===== src/rtl/uart_pkg.sv =====
// Shared UART receiver definitions: parity modes,
// receiver state encoding and bit-centre helper.
package uart_pkg;

  localparam int PARITY_NONE = 0;
  localparam int PARITY_EVEN = 1;
  localparam int PARITY_ODD  = 2;

  typedef enum logic [2:0] {
    S_IDLE,
    S_START,
    S_DATA,
    S_PARITY,
    S_STOP,
    S_WAIT_HIGH
  } rx_state_e;

  function automatic int mid_of(input int cpb);
    return cpb / 2;
  endfunction

endpackage


===== src/rtl/uart_bit_sampler.sv =====
// Line synchronizer, start-edge detect, bit counter, 3-sample vote.
// Ports: clk_i, rst_ni, rx_i, clr_i -> start_o, vld_o, bit_o, line_o, last_o.
module uart_bit_sampler
  import uart_pkg::*;
#(
  parameter int CLKS_PER_BIT = 217
) (
  input  logic clk_i,
  input  logic rst_ni,
  input  logic rx_i,
  input  logic clr_i,
  output logic start_o,
  output logic vld_o,
  output logic bit_o,
  output logic line_o,
  output logic last_o
);

  localparam int CW  = $clog2(CLKS_PER_BIT);
  localparam int MID = mid_of(CLKS_PER_BIT);

  localparam logic [CW-1:0] C_LAST = CW'(CLKS_PER_BIT - 1);
  localparam logic [CW-1:0] C_S0   = CW'(MID - 1);
  localparam logic [CW-1:0] C_S1   = CW'(MID);
  localparam logic [CW-1:0] C_S2   = CW'(MID + 1);

  logic [1:0]    sync_q;
  logic [1:0]    fill_q;
  logic          prev_q;
  logic          start_q;
  logic          s0_q;
  logic          s1_q;
  logic [CW-1:0] cnt_q;
  logic [CW-1:0] cnt_d;

  // fill_q keeps the edge register at 0 until the synchronizer
  // holds real line data, so a line low out of reset is no start.
  always_ff @(posedge clk_i or negedge rst_ni) begin
    if (!rst_ni) begin
      sync_q  <= 2'b11;
      fill_q  <= 2'b00;
      prev_q  <= 1'b0;
      start_q <= 1'b0;
      s0_q    <= 1'b0;
      s1_q    <= 1'b0;
      cnt_q   <= '0;
    end else begin
      sync_q  <= {sync_q[0], rx_i};
      fill_q  <= {fill_q[0], 1'b1};
      prev_q  <= sync_q[1] & fill_q[1];
      start_q <= prev_q & ~sync_q[1];
      cnt_q   <= cnt_d;
      if (cnt_q == C_S0) s0_q <= sync_q[1];
      if (cnt_q == C_S1) s1_q <= sync_q[1];
    end
  end

  always_comb begin
    cnt_d = cnt_q + 1'b1;
    if (clr_i || cnt_q == C_LAST) cnt_d = '0;
  end

  assign start_o = start_q;
  assign vld_o   = (cnt_q == C_S2);
  assign last_o  = (cnt_q == C_LAST);
  assign line_o  = sync_q[1];
  assign bit_o   = (s0_q & s1_q)
                 | (s0_q & sync_q[1])
                 | (s1_q & sync_q[1]);

endmodule


===== src/rtl/uart_rx_cfg.sv =====
// Configurable UART receiver: data width, parity, stop bits, error flags.
// Ports: i_Clock, i_Rst_L, i_RX_Serial -> o_RX_DV, o_RX_Byte, flags, o_RX_Busy.
module uart_rx_cfg
  import uart_pkg::*;
#(
  parameter int CLKS_PER_BIT = 217,
  parameter int DATA_BITS    = 8,
  parameter int PARITY       = 0,
  parameter int STOP_BITS    = 1
) (
  input  logic                 i_Clock,
  input  logic                 i_Rst_L,
  input  logic                 i_RX_Serial,
  output logic                 o_RX_DV,
  output logic [DATA_BITS-1:0] o_RX_Byte,
  output logic                 o_Parity_Err,
  output logic                 o_Frame_Err,
  output logic                 o_Break,
  output logic                 o_RX_Busy
);

  localparam logic [3:0] DLAST = 4'(DATA_BITS - 1);
  localparam logic [3:0] SLAST = 4'(STOP_BITS - 1);
  localparam logic       PODD  = (PARITY == PARITY_ODD);

  rx_state_e state_q, state_d;

  logic start, vld, vbit, line, last, clr, done;

  logic [DATA_BITS-1:0] shift_q;
  logic [3:0]           idx_q;
  logic                 px_q, perr_q, ferr_q, zero_q;

  logic                 dv_q, pe_q, fe_q, brk_q;
  logic [DATA_BITS-1:0] byte_q;

  uart_bit_sampler #(
    .CLKS_PER_BIT(CLKS_PER_BIT)
  ) u_smp (
    .clk_i  (i_Clock),
    .rst_ni (i_Rst_L),
    .rx_i   (i_RX_Serial),
    .clr_i  (clr),
    .start_o(start),
    .vld_o  (vld),
    .bit_o  (vbit),
    .line_o (line),
    .last_o (last)
  );

  assign done = (state_q == S_STOP) && vld && (idx_q == SLAST);

  always_ff @(posedge i_Clock or negedge i_Rst_L) begin
    if (!i_Rst_L) state_q <= S_IDLE;
    else          state_q <= state_d;
  end

  always_comb begin
    state_d = state_q;
    unique case (state_q)
      S_IDLE:
        if (start) state_d = S_START;
      S_START:
        if (vld && vbit) state_d = S_IDLE;
        else if (last)   state_d = S_DATA;
      S_DATA:
        if (last && idx_q == DLAST)
          state_d = (PARITY != PARITY_NONE) ? S_PARITY : S_STOP;
      S_PARITY:
        if (last) state_d = S_STOP;
      S_STOP:
        if (done)
          state_d = (ferr_q || !vbit) ? S_WAIT_HIGH : S_IDLE;
      S_WAIT_HIGH:
        if (line) state_d = S_IDLE;
      default:
        state_d = S_IDLE;
    endcase
  end

  always_comb begin
    o_RX_Busy = (state_q != S_IDLE);
    clr       = (state_d != state_q);
  end

  always_ff @(posedge i_Clock or negedge i_Rst_L) begin
    if (!i_Rst_L) begin
      shift_q <= '0;
      idx_q   <= '0;
      px_q    <= 1'b0;
      perr_q  <= 1'b0;
      ferr_q  <= 1'b0;
      zero_q  <= 1'b0;
      dv_q    <= 1'b0;
      byte_q  <= '0;
      pe_q    <= 1'b0;
      fe_q    <= 1'b0;
      brk_q   <= 1'b0;
    end else begin
      dv_q <= done;
      unique case (state_q)
        S_IDLE: begin
          idx_q  <= '0;
          px_q   <= 1'b0;
          perr_q <= 1'b0;
          ferr_q <= 1'b0;
          zero_q <= 1'b1;
        end
        S_DATA: begin
          if (vld) begin
            shift_q <= {vbit, shift_q[DATA_BITS-1:1]};
            px_q    <= px_q ^ vbit;
            zero_q  <= zero_q & ~vbit;
          end
          if (last)
            idx_q <= (idx_q == DLAST) ? 4'd0 : idx_q + 4'd1;
        end
        S_PARITY: begin
          if (vld) begin
            perr_q <= vbit ^ px_q ^ PODD;
            zero_q <= zero_q & ~vbit;
          end
        end
        S_STOP: begin
          if (vld) begin
            ferr_q <= ferr_q | ~vbit;
            zero_q <= zero_q & ~vbit;
          end
          if (last) idx_q <= idx_q + 4'd1;
        end
        default: ;
      endcase
      // Outputs and flags update together, one cycle after the last vote.
      if (done) begin
        byte_q <= shift_q;
        pe_q   <= perr_q;
        fe_q   <= ferr_q | ~vbit;
        brk_q  <= zero_q & ~vbit;
      end
    end
  end

  assign o_RX_DV      = dv_q;
  assign o_RX_Byte    = byte_q;
  assign o_Parity_Err = pe_q;
  assign o_Frame_Err  = fe_q;
  assign o_Break      = brk_q;

endmodule


===== config.mk =====
export PLATFORM = sky130hd
export DESIGN_NAME = uart_rx_cfg
export DESIGN_NICKNAME = d
export VERILOG_FILES = /design/src/rtl/uart_pkg.sv /design/src/rtl/uart_bit_sampler.sv /design/src/rtl/uart_rx_cfg.sv
export SDC_FILE = /design/constraint.sdc
export NUM_CORES = 1
export LEC_CHECK = 0
export ABC_AREA = 0
export CORE_MARGIN = 2
export CORE_UTILIZATION = 55
export DETAILED_ROUTE_END_ITERATION = 8
export GPL_ROUTABILITY_DRIVEN = 0
export GPL_TIMING_DRIVEN = 0
export PLACE_DENSITY = 0.75
export SYNTH_ARGS = -nofsm -noshare
export SYNTH_HDL_FRONTEND = slang
export SYNTH_SLANG_ARGS = --single-unit

===== constraint.sdc =====
create_clock -name i_Clock -period 2.75 [get_ports i_Clock]
set_clock_uncertainty 0.1 [all_clocks]
set_input_delay 0.275 -clock i_Clock [delete_from_list [all_inputs] [get_ports i_Clock]]
set_output_delay 0.275 -clock i_Clock [all_outputs]
set_load 0.02 [all_outputs]

==> metrics.log, run 1 <==
[metrics] Final Slew Violations: 0
[metrics] CTS resizes: 0
[metrics] horizontal extent of the die: 68.2 µm
[metrics] clock tree root buffer cell: sky130_fd_sc_hd__clkbuf_8
[metrics] total of flip-flops plus latches after synthesis: 47
[metrics] setup bufs post-CTS: 0
[metrics] Vias/cell: a little under 6
[metrics] DRC: 0
[metrics] count leader, synth: sky130_fd_sc_hd__dfrtp_1
[metrics] antenna violations before repair: 0
[metrics] highest fanout seen on the critical path: 10
[metrics] wire length of the first global-routing pass: between 7 and 8 mm
[metrics] most instantiated flip-flop cell in the synthesis netlist: sky130_fd_sc_hd__dfrtp_1
[metrics] static leakage: roughly 1.2 nW
[metrics] minimum hold slack: between 0.2 and 0.3 ns
[metrics] Period minus WS final: around 2.4 ns
[metrics] clock latency reported for the late side of the worst-skew pair: 0.30 ns
[metrics] clock input transition at the sequential cells of the worst setup and hold paths: roughly 0.09 ns
[metrics] TritonCTS clock tree: done
[metrics] adder-cell share of the synthesized area: 4.19%
[metrics] Routed WL: roughly 4.2 mm
[metrics] fin cells: roughly 270
[metrics] crit path kind: reg2out
[metrics] number of instances in the synthesized netlist: just under 200
[metrics] Synth Area in XOR/XNOR: under 10%
[metrics] Post-Place Setup Slack: between 0.4 and 0.5 ns
[metrics] run status: finished clean
[metrics] final worst slack: 0.329 ns
[metrics] clk buf depth: 2
[metrics] number of nets at the end of the flow: between 200 and 250
[metrics] cells on worst reg2reg path: 6
[metrics] synth-to-layout area growth: 14.8%
[metrics] Overall Power: around 1.4 mW
[metrics] largest net degree at the start of global routing: 27
[metrics] share of synthesized cell area in and, or, nand and nor gates: between 10% and 20%
[metrics] sequential standard cell area: around 1200 µm²
[metrics] VDD IR-drop max: between 0.3 and 0.4 mV
[metrics] top cell type by total area after synthesis: sky130_fd_sc_hd__dfrtp_1
[metrics] Total Routing Usage GR: a little over a fifth
[metrics] post-synth design cell area: 2270 µm²
[metrics] compound-gate portion of the synthesized area: 9.82%
[metrics] number of placement rows: 23
[metrics] share of the synthesized area in the top cell type: slightly below 50%
[metrics] fraction of synthesized area in multiplexers: about a tenth
[metrics] dominant combinational cell family by area after synthesis: simple AND/OR/NAND/NOR gates
[metrics] routed length per instance: roughly 15 µm
[metrics] initial core utilization: a little under three fifths
[metrics] drt first pass iters: 4
[metrics] cell types occupying the most area after synthesis: sky130_fd_sc_hd__dfrtp_1 50%, sky130_fd_sc_hd__mux2_2 9.4%, sky130_fd_sc_hd__ha_1 2.8%
[metrics] commonest cells in the netlist: 45 x sky130_fd_sc_hd__dfrtp_1, 19 x sky130_fd_sc_hd__mux2_2, 12 x sky130_fd_sc_hd__a21oi_1, 12 x sky130_fd_sc_hd__nand2_1
[metrics] number of buffers inserted during clock tree synthesis: 5
[metrics] final core utilization: about two thirds
[metrics] 1st-iter DRT viols: 108
[metrics] synthesized net count: ~210
[metrics] endpoint kind of the worst setup timing path: output pin
[metrics] highest clock rate: 413 MHz
[metrics] area of the multi-input gates: 1010 µm²
[metrics] Port Buffers: 15
[metrics] syn avg cell area: approximately 11 µm²
[metrics] hold violation total from the final report: 0
[metrics] Core Footprint: between 3000 and 4000 µm²
[metrics] number of max-cap violations: 0
[metrics] total of hold buffers inserted after clock tree synthesis: 1
[metrics] antenna fix cells: 0
[metrics] fillcell total: approximately 300
[metrics] DRT antenna net count: 0
[metrics] post-synthesis sequential area ratio: 52.0%
[metrics] post-route fraction of the period consumed by the critical path: 88.0%
[metrics] overall die area: roughly 4700 µm²
[metrics] setup repair after global routing missed its margin: false
[metrics] vias in the first global route: 1572
[metrics] Setup violations, final: 0
[metrics] total of warnings raised by yosys: 0
[metrics] fraction of final layout cells with drive strength greater than 1: 20.1%
[metrics] pwr dens: between 500 and 600 nW/µm²
[metrics] Critical Path Source Type: flip-flop
[metrics] vias: 1579
[metrics] Unique masters post-synth: ~50
[metrics] GRT overflow: 0
[metrics] async set or reset register ratio after synthesis: 100%
[metrics] register-to-register setup slack: around 0.45 ns
[metrics] endpoint required time on the critical path: 2.38 ns
[metrics] Final TNS setup: 0 ns
[metrics] I/O pins: 16
[metrics] sum of net half-perimeters after detailed placement: between 3 and 4 mm
[metrics] total instance count after detailed placement: 265
[metrics] count of H-tree levels built during CTS: 2
[metrics] DIE HEIGHT: between 60 and 70 µm
[metrics] clock net sink count: 47
[metrics] post-route standard cell area excluding fillers: between 2000 and 3000 µm²
[metrics] number of enable-type register cells in the synthesized netlist: 0
[metrics] hold path depth: 0
[metrics] worst min-delay path category: reg2reg
[metrics] signal arrival time at the worst endpoint: slightly above 2 ns
[metrics] placement-stage cell area: between 2000 and 2500 µm²
## cells in the final DEF (no fill, tap or decap), drive strengths merged, types with 4 or more instances in the layout
master	Yosys	final
mux2	19	19
xor2	4	4
o21ai	9	9
clkdlybuf4s50	0	14
inv	7	7
and2	7	7
nand3	10	10
a21oi	12	12
buf	5	7
and3	5	5
ha	5	5
dfrtp	45	45
nor2	9	9
clkbuf	3	9
nand2	12	12
## sequential cells by signal, indices dropped and copies added (netlist names), 2 cells and up
name	count
u_smp.sync_q	2
idx_q	4
state_q	3
o_RX_Byte	8
u_smp.cnt_q	8
u_smp.fill_q	2
shift_q	8
## cell families (layout without fill, tap and decap cells)
kind of cell,Yosys count,after routing
mux,21,21
simple gates,67,67
other cells,1,1
compound gates,33,33
buf+inv,15,40
flops,47,47
xor+xnor,7,7
fa+ha+maj,8,8
## worst max-delay path, cell delays in order, from the launching register on
cell and delay (ns):
sky130_fd_sc_hd__dfrtp_1 0.46, sky130_fd_sc_hd__clkbuf_1 0.39, sky130_fd_sc_hd__inv_1 0.17, sky130_fd_sc_hd__nand2_1 0.12, sky130_fd_sc_hd__clkdlybuf4s50_1 0.60
## layout make-up
| class | count | share of cell area [%] |
|---|---|---|
| Sequential cell | 47 | 45.3 |
| Multi-Input combinational cell | 137 | 39.0 |
| Timing Repair Buffer | 17 | 6.73 |
| Clock buffer | 6 | 3.17 |
| Tap cell | 50 | 2.40 |
| Buffer | 8 | 1.83 |
| Inverter | 7 | 1.01 |
| Clock inverter | 2 | 0.625 |
## worst paths after layout
| check | startpoint | endpoint |
|---|---|---|
| hold reg to reg | u_smp.sync_q[0] | u_smp.sync_q[1] |
| hold / removal | u_smp.sync_q[0] | u_smp.sync_q[1] |
| max in group asynchronous | i_Rst_L | shift_q[5] |
| setup reg to reg | idx_q[0] | o_RX_Byte[2] |
| setup / recovery | state_q[1] | o_RX_Busy |
| min in group asynchronous | i_Rst_L | o_RX_DV |
## per-layer routing
layer,vias to the layer above,global-route usage [%],part of all wire (%)
met3,7,4.61,3.2
met1,792,27.4,46
met2,33,34.0,49
met5,-,0,0
met4,0,7.25,1.5
li1,747,-,-
## power by group
| group | internal [mW] | leakage, nW | switching [mW] |
|---|---|---|---|
| sequential | 0.724 | 0.630 | 0.0331 |
| combinational | 0.100 | 0.491 | 0.136 |
| clock | 0.205 | 0.0474 | 0.229 |
Note: power is estimated with default switching activity, not from simulation.
==> run 2, diff against run 1 <==
PLACE_DENSITY = 0.8   (was 0.75)
==> run 2 against run 1 <==
Via count down 4.7%. Global-route usage down 1.6 points. Register-to-register slack better by 0.02 ns. Clock power about the same. Final cell count unchanged. Critical endpoint unchanged. Largest power group unchanged. Highest routed layer unchanged.
==> metrics.log, run 2 (synthesis results as in run 1) <==
[metrics] run status: finished clean
[metrics] post-route fraction of the period consumed by the critical path: 88.3% (+0.26 points)
[metrics] 1st-iter DRT viols: 55 (-49%)
[metrics] wire length of the first global-routing pass: 6.56 mm (-8.2%)
[metrics] number of max-cap violations: 0 (unchanged)
[metrics] hold path depth: 0 (unchanged)
[metrics] number of nets at the end of the flow: 231 (unchanged)
[metrics] Final Slew Violations: 0 (unchanged)
[metrics] routed wl met2: 1.81 mm (-13%)
[metrics] Core Footprint: 3970 µm² (unchanged)
[metrics] most frequent cells in the layout: 45 x sky130_fd_sc_hd__dfrtp_1, 19 x sky130_fd_sc_hd__mux2_2, 14 x sky130_fd_sc_hd__clkdlybuf4s50_1
[metrics] minimum hold slack: 0.257 ns (-0.00364 ns)
[metrics] number of buffers inserted during clock tree synthesis: 5 (unchanged)
[metrics] endpoint required time on the critical path: 2.38 ns (about the same)
[metrics] antenna fix cells: 0 (unchanged)
[metrics] setup repair after global routing missed its margin: false
[metrics] worst min-delay path category: reg2reg
[metrics] antenna violations before repair: 0 (unchanged)
[metrics] number of placement rows: 23 (unchanged)
[metrics] signal arrival time at the worst endpoint: 2.05 ns (about the same)
[metrics] critical path's top delay family: buffers and inverters
[metrics] Critical Path, Cell by Cell: clkbuf_1, inv_1, nand2_1, clkdlybuf4s50_1
[metrics] Final TNS setup: 0 ns (unchanged)
[metrics] hold wc startpoint: u_smp.fill_q[0]
[metrics] Vias/cell: 5.49 (-4.7%)
[metrics] drt first pass iters: 4 (unchanged)
[metrics] VDD IR-drop max: 0.498 mV (+35%)
[metrics] Total Routing Usage GR: 19.2% (-1.6 points)
[metrics] clock input transition at the sequential cells of the worst setup and hold paths: 0.09 ns (about the same)
[metrics] horizontal extent of the die: 68.2 µm (unchanged)
[metrics] vias in the first global route: 1425 (-9.4%)
[metrics] count of cell instances traversed by the critical path: 4 (unchanged)
[metrics] total of hold buffers inserted after clock tree synthesis: 1 (unchanged)
[metrics] cells on worst reg2reg path: 6 (unchanged)
[metrics] I/O pins: 16 (unchanged)
[metrics] DRT antenna net count: 0 (unchanged)
[metrics] Port Buffers: 15 (unchanged)
[metrics] FF-to-FF Start: idx_q[0]
[metrics] initial core utilization: 57.1% (unchanged)
[metrics] highest clock rate: 412 MHz (-0.30%)
[metrics] hold violation total from the final report: 0 (unchanged)
[metrics] setup bufs post-CTS: 0 (unchanged)
[metrics] CTS resizes: 0 (unchanged)
[metrics] sum of net half-perimeters after detailed placement: 2.91 mm (-7.6%)
[metrics] wire length on met1: 1.95 mm (-0.92%)
[metrics] routed length per instance: 14.4 µm (-7.0%)
[metrics] synth-to-layout area growth: 14.8% (unchanged)
[metrics] clock tree root buffer cell: sky130_fd_sc_hd__clkbuf_8
[metrics] critical path buffer and inverter count: 3 (unchanged)
[metrics] register-to-register setup slack: 0.47 ns (+0.02 ns)
[metrics] Setup violations, final: 0 (unchanged)
[metrics] count of H-tree levels built during CTS: 2 (unchanged)
[metrics] Worst slew margin: around 66%
[metrics] critical path's slowest cell: sky130_fd_sc_hd__clkdlybuf4s50_1
[metrics] vias: 1505 (-4.7%)
[metrics] FF-to-FF End: o_RX_Byte[7]
[metrics] worst hold path endpoint: u_smp.fill_q[1]
[metrics] DIE HEIGHT: 68.2 µm (unchanged)
[metrics] DRC: 0 (unchanged)
[metrics] top routing layer in use: met4
[metrics] fraction of final layout cells with drive strength greater than 1: 20.1% (unchanged)
[metrics] Period minus WS final: 2.43 ns (+0.00724 ns)
[metrics] commonest non-fill, non-tap cell in the layout: sky130_fd_sc_hd__dfrtp_1
[metrics] largest incremental delay on the critical path: 0.62 ns (+0.02 ns)
[metrics] GRT overflow: 0 (unchanged)
[metrics] overall die area: 4650 µm² (unchanged)
[metrics] Least-Margin Pin Slew: just over 0.5 ns
[metrics] pwr dens: 545 nW/µm² (-0.56%)
[metrics] clock latency reported for the late side of the worst-skew pair: 0.30 ns (about the same)
[metrics] clk buf depth: 2 (unchanged)
[metrics] TritonCTS clock tree: done
[metrics] crit path kind: reg2out
[metrics] largest net degree at the start of global routing: 34 (+26%)
[metrics] static leakage: 1.17 nW (unchanged)
[metrics] Critical Path Source Type: flip-flop
[metrics] clock net sink count: 47 (unchanged)
[metrics] Routed WL: 3.95 mm (-7.0%)
[metrics] length of routed met3 wiring: 148 µm (+9.6%)
[metrics] highest fanout seen on the critical path: 10 (unchanged)
[metrics] endpoint kind of the worst setup timing path: output pin
-- run 2: cell counts in the layout (fill, tap and decap cells not counted) --
Identical to the previous run, type by type.
-- run 2: worst register-to-register path, cell delays in order, from the launching register on --
cell and delay, ns:
sky130_fd_sc_hd__dfrtp_1 0.41, sky130_fd_sc_hd__inv_1 0.10, sky130_fd_sc_hd__ha_1 0.14, sky130_fd_sc_hd__nor3b_1 0.44
sky130_fd_sc_hd__and4_4 0.36, sky130_fd_sc_hd__buf_2 0.25, sky130_fd_sc_hd__mux2_2 0.36
-- run 2: worst max-delay path by stage --
stage / start / to / slack, ns
after floorplan: u_smp.cnt_q[0] / u_smp.cnt_q[0] / 0.81
after global placement: i_Rst_L / o_RX_Byte[5] / 0.04
after detailed placement: idx_q[0] / o_Parity_Err / 0.46
after CTS: state_q[1] / o_RX_Busy / 0.33
after global routing: state_q[1] / o_RX_Busy / 0.15
final: state_q[1] / o_RX_Busy / 0.32
-- run 2: area by class of cell --
cell class / count / area [µm²]
clock buffer: 6 / 82.6
clock inverter: 2 / 16.3
buffer: 8 / 47.5
timing repair buffer: 17 / 175
inverter: 7 / 26.3
sequential: 47 / 1180
tap: 50 / 62.6
multi-input combinational: 137 / 1010
fill: 321 / 1370
-- run 2: per-layer routing --
layer,vias up,track usage (%)
li1,751,-
met1,726,27.8
met2,23,28.5
met3,5,5.59
met4,0,5.00
met5,-,0
-- run 2: through the flow --
stage,setup WS (ns),instances,power [mW],util [%],cell area [µm²]
global route,0.152,274,1.49,65.6,2600
finish,0.322,274,1.42,65.6,2600
floorplan,0.807,199,0.927,-,2270
CTS,0.328,274,1.44,65.6,2600
detailed placement,0.464,265,0.998,62.8,2490
global placement,0.0443,264,0.992,62.4,2480
-- run 2: power by group --
group / switching (mW) / total, mW / internal (mW)
Sequential: 0.0321 / 0.756 / 0.724
Clock: 0.228 / 0.433 / 0.205
Combinational: 0.131 / 0.231 / 0.0993
==> run 3, diff against run 2 <==
CORE_MARGIN = 4   (was 2)
==> run 3 against run 2 <==
Core utilization about the same. Critical path depth unchanged. Final cell count unchanged. Critical path type unchanged.
==> metrics.log, run 3 (synthesis results as in run 1) <==
[metrics] Critical Path Source Type: flip-flop
[metrics] sum of net half-perimeters after detailed placement: 2.94 mm (+0.81%)
[metrics] met1 track demand over resource in global routing: 23.1% (-4.7 points)
[metrics] horizontal extent of the die: 72.2 µm (+5.9%)
[metrics] highest clock rate: 411 MHz (-0.30%)
[metrics] Worst slew margin: 62.9% (-3.3 points)
[metrics] hold wc startpoint: u_smp.fill_q[0]
[metrics] clk buf depth: 2 (unchanged)
[metrics] critical path's slowest cell: sky130_fd_sc_hd__clkdlybuf4s50_1
[metrics] register-to-register setup slack: 0.41 ns (-0.06 ns)
[metrics] wire length of the first global-routing pass: 7.05 mm (+7.6%)
[metrics] crit path kind: reg2out
[metrics] setup repair after global routing missed its margin: false
[metrics] Total Routing Usage GR: 17.2% (-2.0 points)
[metrics] Core Footprint: 4000 µm² (+0.72%)
[metrics] DRC: 0 (unchanged)
[metrics] worst hold path endpoint: u_smp.fill_q[1]
[metrics] Routed WL: 3.98 mm (+0.79%)
[metrics] cells on worst reg2reg path: 6 (unchanged)
[metrics] overall die area: 5210 µm² (+12%)
[metrics] Final TNS setup: 0 ns (unchanged)
[metrics] post-route fraction of the period consumed by the critical path: 88.6% (+0.26 points)
[metrics] Vias/cell: 5.65 (+2.8%)
[metrics] drt first pass iters: 4 (unchanged)
[metrics] critical path's top delay family: buffers and inverters
[metrics] vias in the first global route: 1535 (+7.7%)
[metrics] DRT antenna net count: 0 (unchanged)
[metrics] GRT overflow: 0 (unchanged)
[metrics] total instance count after detailed placement: 265 (unchanged)
[metrics] placement-stage cell area: 2490 µm² (unchanged)
[metrics] endpoint required time on the critical path: 2.38 ns (about the same)
[metrics] Overall Power: 1.50 mW (+5.7%)
[metrics] fin cells: 274 (unchanged)
[metrics] routed length per instance: 14.5 µm (+0.79%)
[metrics] endpoint kind of the worst setup timing path: output pin
[metrics] number of max-cap violations: 0 (unchanged)
[metrics] VDD IR-drop max: 0.354 mV (-29%)
[metrics] antenna violations before repair: 0 (unchanged)
[metrics] initial core utilization: 56.7% (-0.41 points)
[metrics] DIE HEIGHT: 72.2 µm (+5.9%)
[metrics] most frequent cells in the layout: 45 x sky130_fd_sc_hd__dfrtp_1, 19 x sky130_fd_sc_hd__mux2_2, 14 x sky130_fd_sc_hd__clkdlybuf4s50_1
[metrics] hold path depth: 0 (unchanged)
[metrics] post-route standard cell area excluding fillers: 2620 µm² (+0.67%)
[metrics] count of H-tree levels built during CTS: 2 (unchanged)
[metrics] I/O pins: 16 (unchanged)
[metrics] largest net degree at the start of global routing: 34 (unchanged)
[metrics] number of nets at the end of the flow: 231 (unchanged)
[metrics] critical path buffer and inverter count: 3 (unchanged)
[metrics] Port Buffers: 15 (unchanged)
[metrics] static leakage: 1.18 nW (+0.97%)
[metrics] clock input transition at the sequential cells of the worst setup and hold paths: 0.09 ns (about the same)
[metrics] clock net sink count: 47 (unchanged)
[metrics] FF-to-FF End: o_Frame_Err
[metrics] final core utilization: 65.5% (about the same)
[metrics] number of buffers inserted during clock tree synthesis: 5 (unchanged)
[metrics] worst min-delay path category: reg2reg
[metrics] Least-Margin Pin Slew: 0.556 ns (+0.0497 ns)
[metrics] busiest layer in global routing: met2
[metrics] clock latency reported for the late side of the worst-skew pair: 0.30 ns (about the same)
[metrics] clock tree root buffer cell: sky130_fd_sc_hd__clkbuf_8
[metrics] fraction of final layout cells with drive strength greater than 1: 20.1% (unchanged)
[metrics] number of placement rows: 23 (unchanged)
[metrics] Period minus WS final: 2.44 ns (+0.00728 ns)
[metrics] signal arrival time at the worst endpoint: 2.06 ns (about the same)
[metrics] pwr dens: 572 nW/µm² (+5.0%)
[metrics] synth-to-layout area growth: 15.6%
[metrics] commonest non-fill, non-tap cell in the layout: sky130_fd_sc_hd__dfrtp_1
[metrics] TritonCTS clock tree: done
[metrics] FF-to-FF Start: idx_q[0]
[metrics] routing usage on met3: 2.91% (-2.7 points)
[metrics] 1st-iter DRT viols: 153 (+180%)
[metrics] routing usage on met2: 28.4% (-0.11 points)
[metrics] run status: finished clean
[metrics] Critical Path, Cell by Cell: clkbuf_1, inv_1, nand2_1, clkdlybuf4s50_1
[metrics] highest fanout seen on the critical path: 10 (unchanged)
[metrics] largest incremental delay on the critical path: 0.61 ns (about the same)
[metrics] Final Slew Violations: 0 (unchanged)
[metrics] Setup violations, final: 0 (unchanged)
[metrics] vias: 1547 (+2.8%)
[metrics] antenna fix cells: 0 (unchanged)
[metrics] hold violation total from the final report: 0 (unchanged)
==> run 3: changes by cell type in the layout (fill, tap and decap cells not counted), sizes merged <==
cell | previous run | this run
clkinvlp | 1 | 0
bufinv | 0 | 1
inv | 7 | 8
clkbuf | 9 | 8
==> run 3: area by class of cell <==
type / instances / area [µm²]
Buffer: 8 / 47.5
Clock buffer: 5 / 68.8
Clock inverter: 3 / 47.5
Fill cell: 325 / 1380
Inverter: 7 / 26.3
Multi-Input combinational cell: 137 / 1010
Sequential cell: 47 / 1180
Tap cell: 50 / 62.6
Timing Repair Buffer: 17 / 175
==> run 3: how the worst max path moves through the flow <==
| stage | startpoint | end | slack (ns) | cells after the start |
|---|---|---|---|---|
| 2_1_floorplan | u_smp.cnt_q[0] | u_smp.cnt_q[0] | 0.81 | 7 |
| 3_3_place_gp | i_Rst_L | u_smp.cnt_q[6] | 0.06 | 1 |
| 3_5_place_dp | idx_q[0] | o_Parity_Err | 0.43 | 6 |
| 4_1_cts | state_q[1] | o_RX_Busy | 0.34 | 4 |
| 5_1_grt | state_q[1] | o_RX_Busy | 0.21 | 4 |
| 6_report | state_q[1] | o_RX_Busy | 0.31 | 4 |
==> run 3: where the power goes <==
part | switching, mW | internal (mW) | total, mW
sequential | 0.0326 | 0.724 | 0.757
clock | 0.238 | 0.276 | 0.513
combinational | 0.131 | 0.0988 | 0.230
total | 0.402 | 1.10 | 1.50
==> run 3: per-layer routing <==
metal | wire length, µm | up-vias | share of wire (%)
li1 | - | 747 | -
met1 | 1890 | 772 | 47
met2 | 1930 | 23 | 48
met3 | 106 | 5 | 2.7
met4 | 53 | 0 | 1.3
met5 | 0 | - | 0
==> run 3: what timing repair did <==
action                                 4_1_cts  5_1_grt
endpoints found under the hold margin       14        0
gates resized for setup                      0        0
hold buffers                                 1        0
setup buffers                                0        0
==> run 3: through the flow <==
step                hold WS, ns  worst slack, ns
floorplan                -0.121            0.807
global placement          0.235           0.0565
detailed placement        0.103            0.431
CTS                       0.261            0.337
global route              0.265            0.210
finish                    0.259            0.315
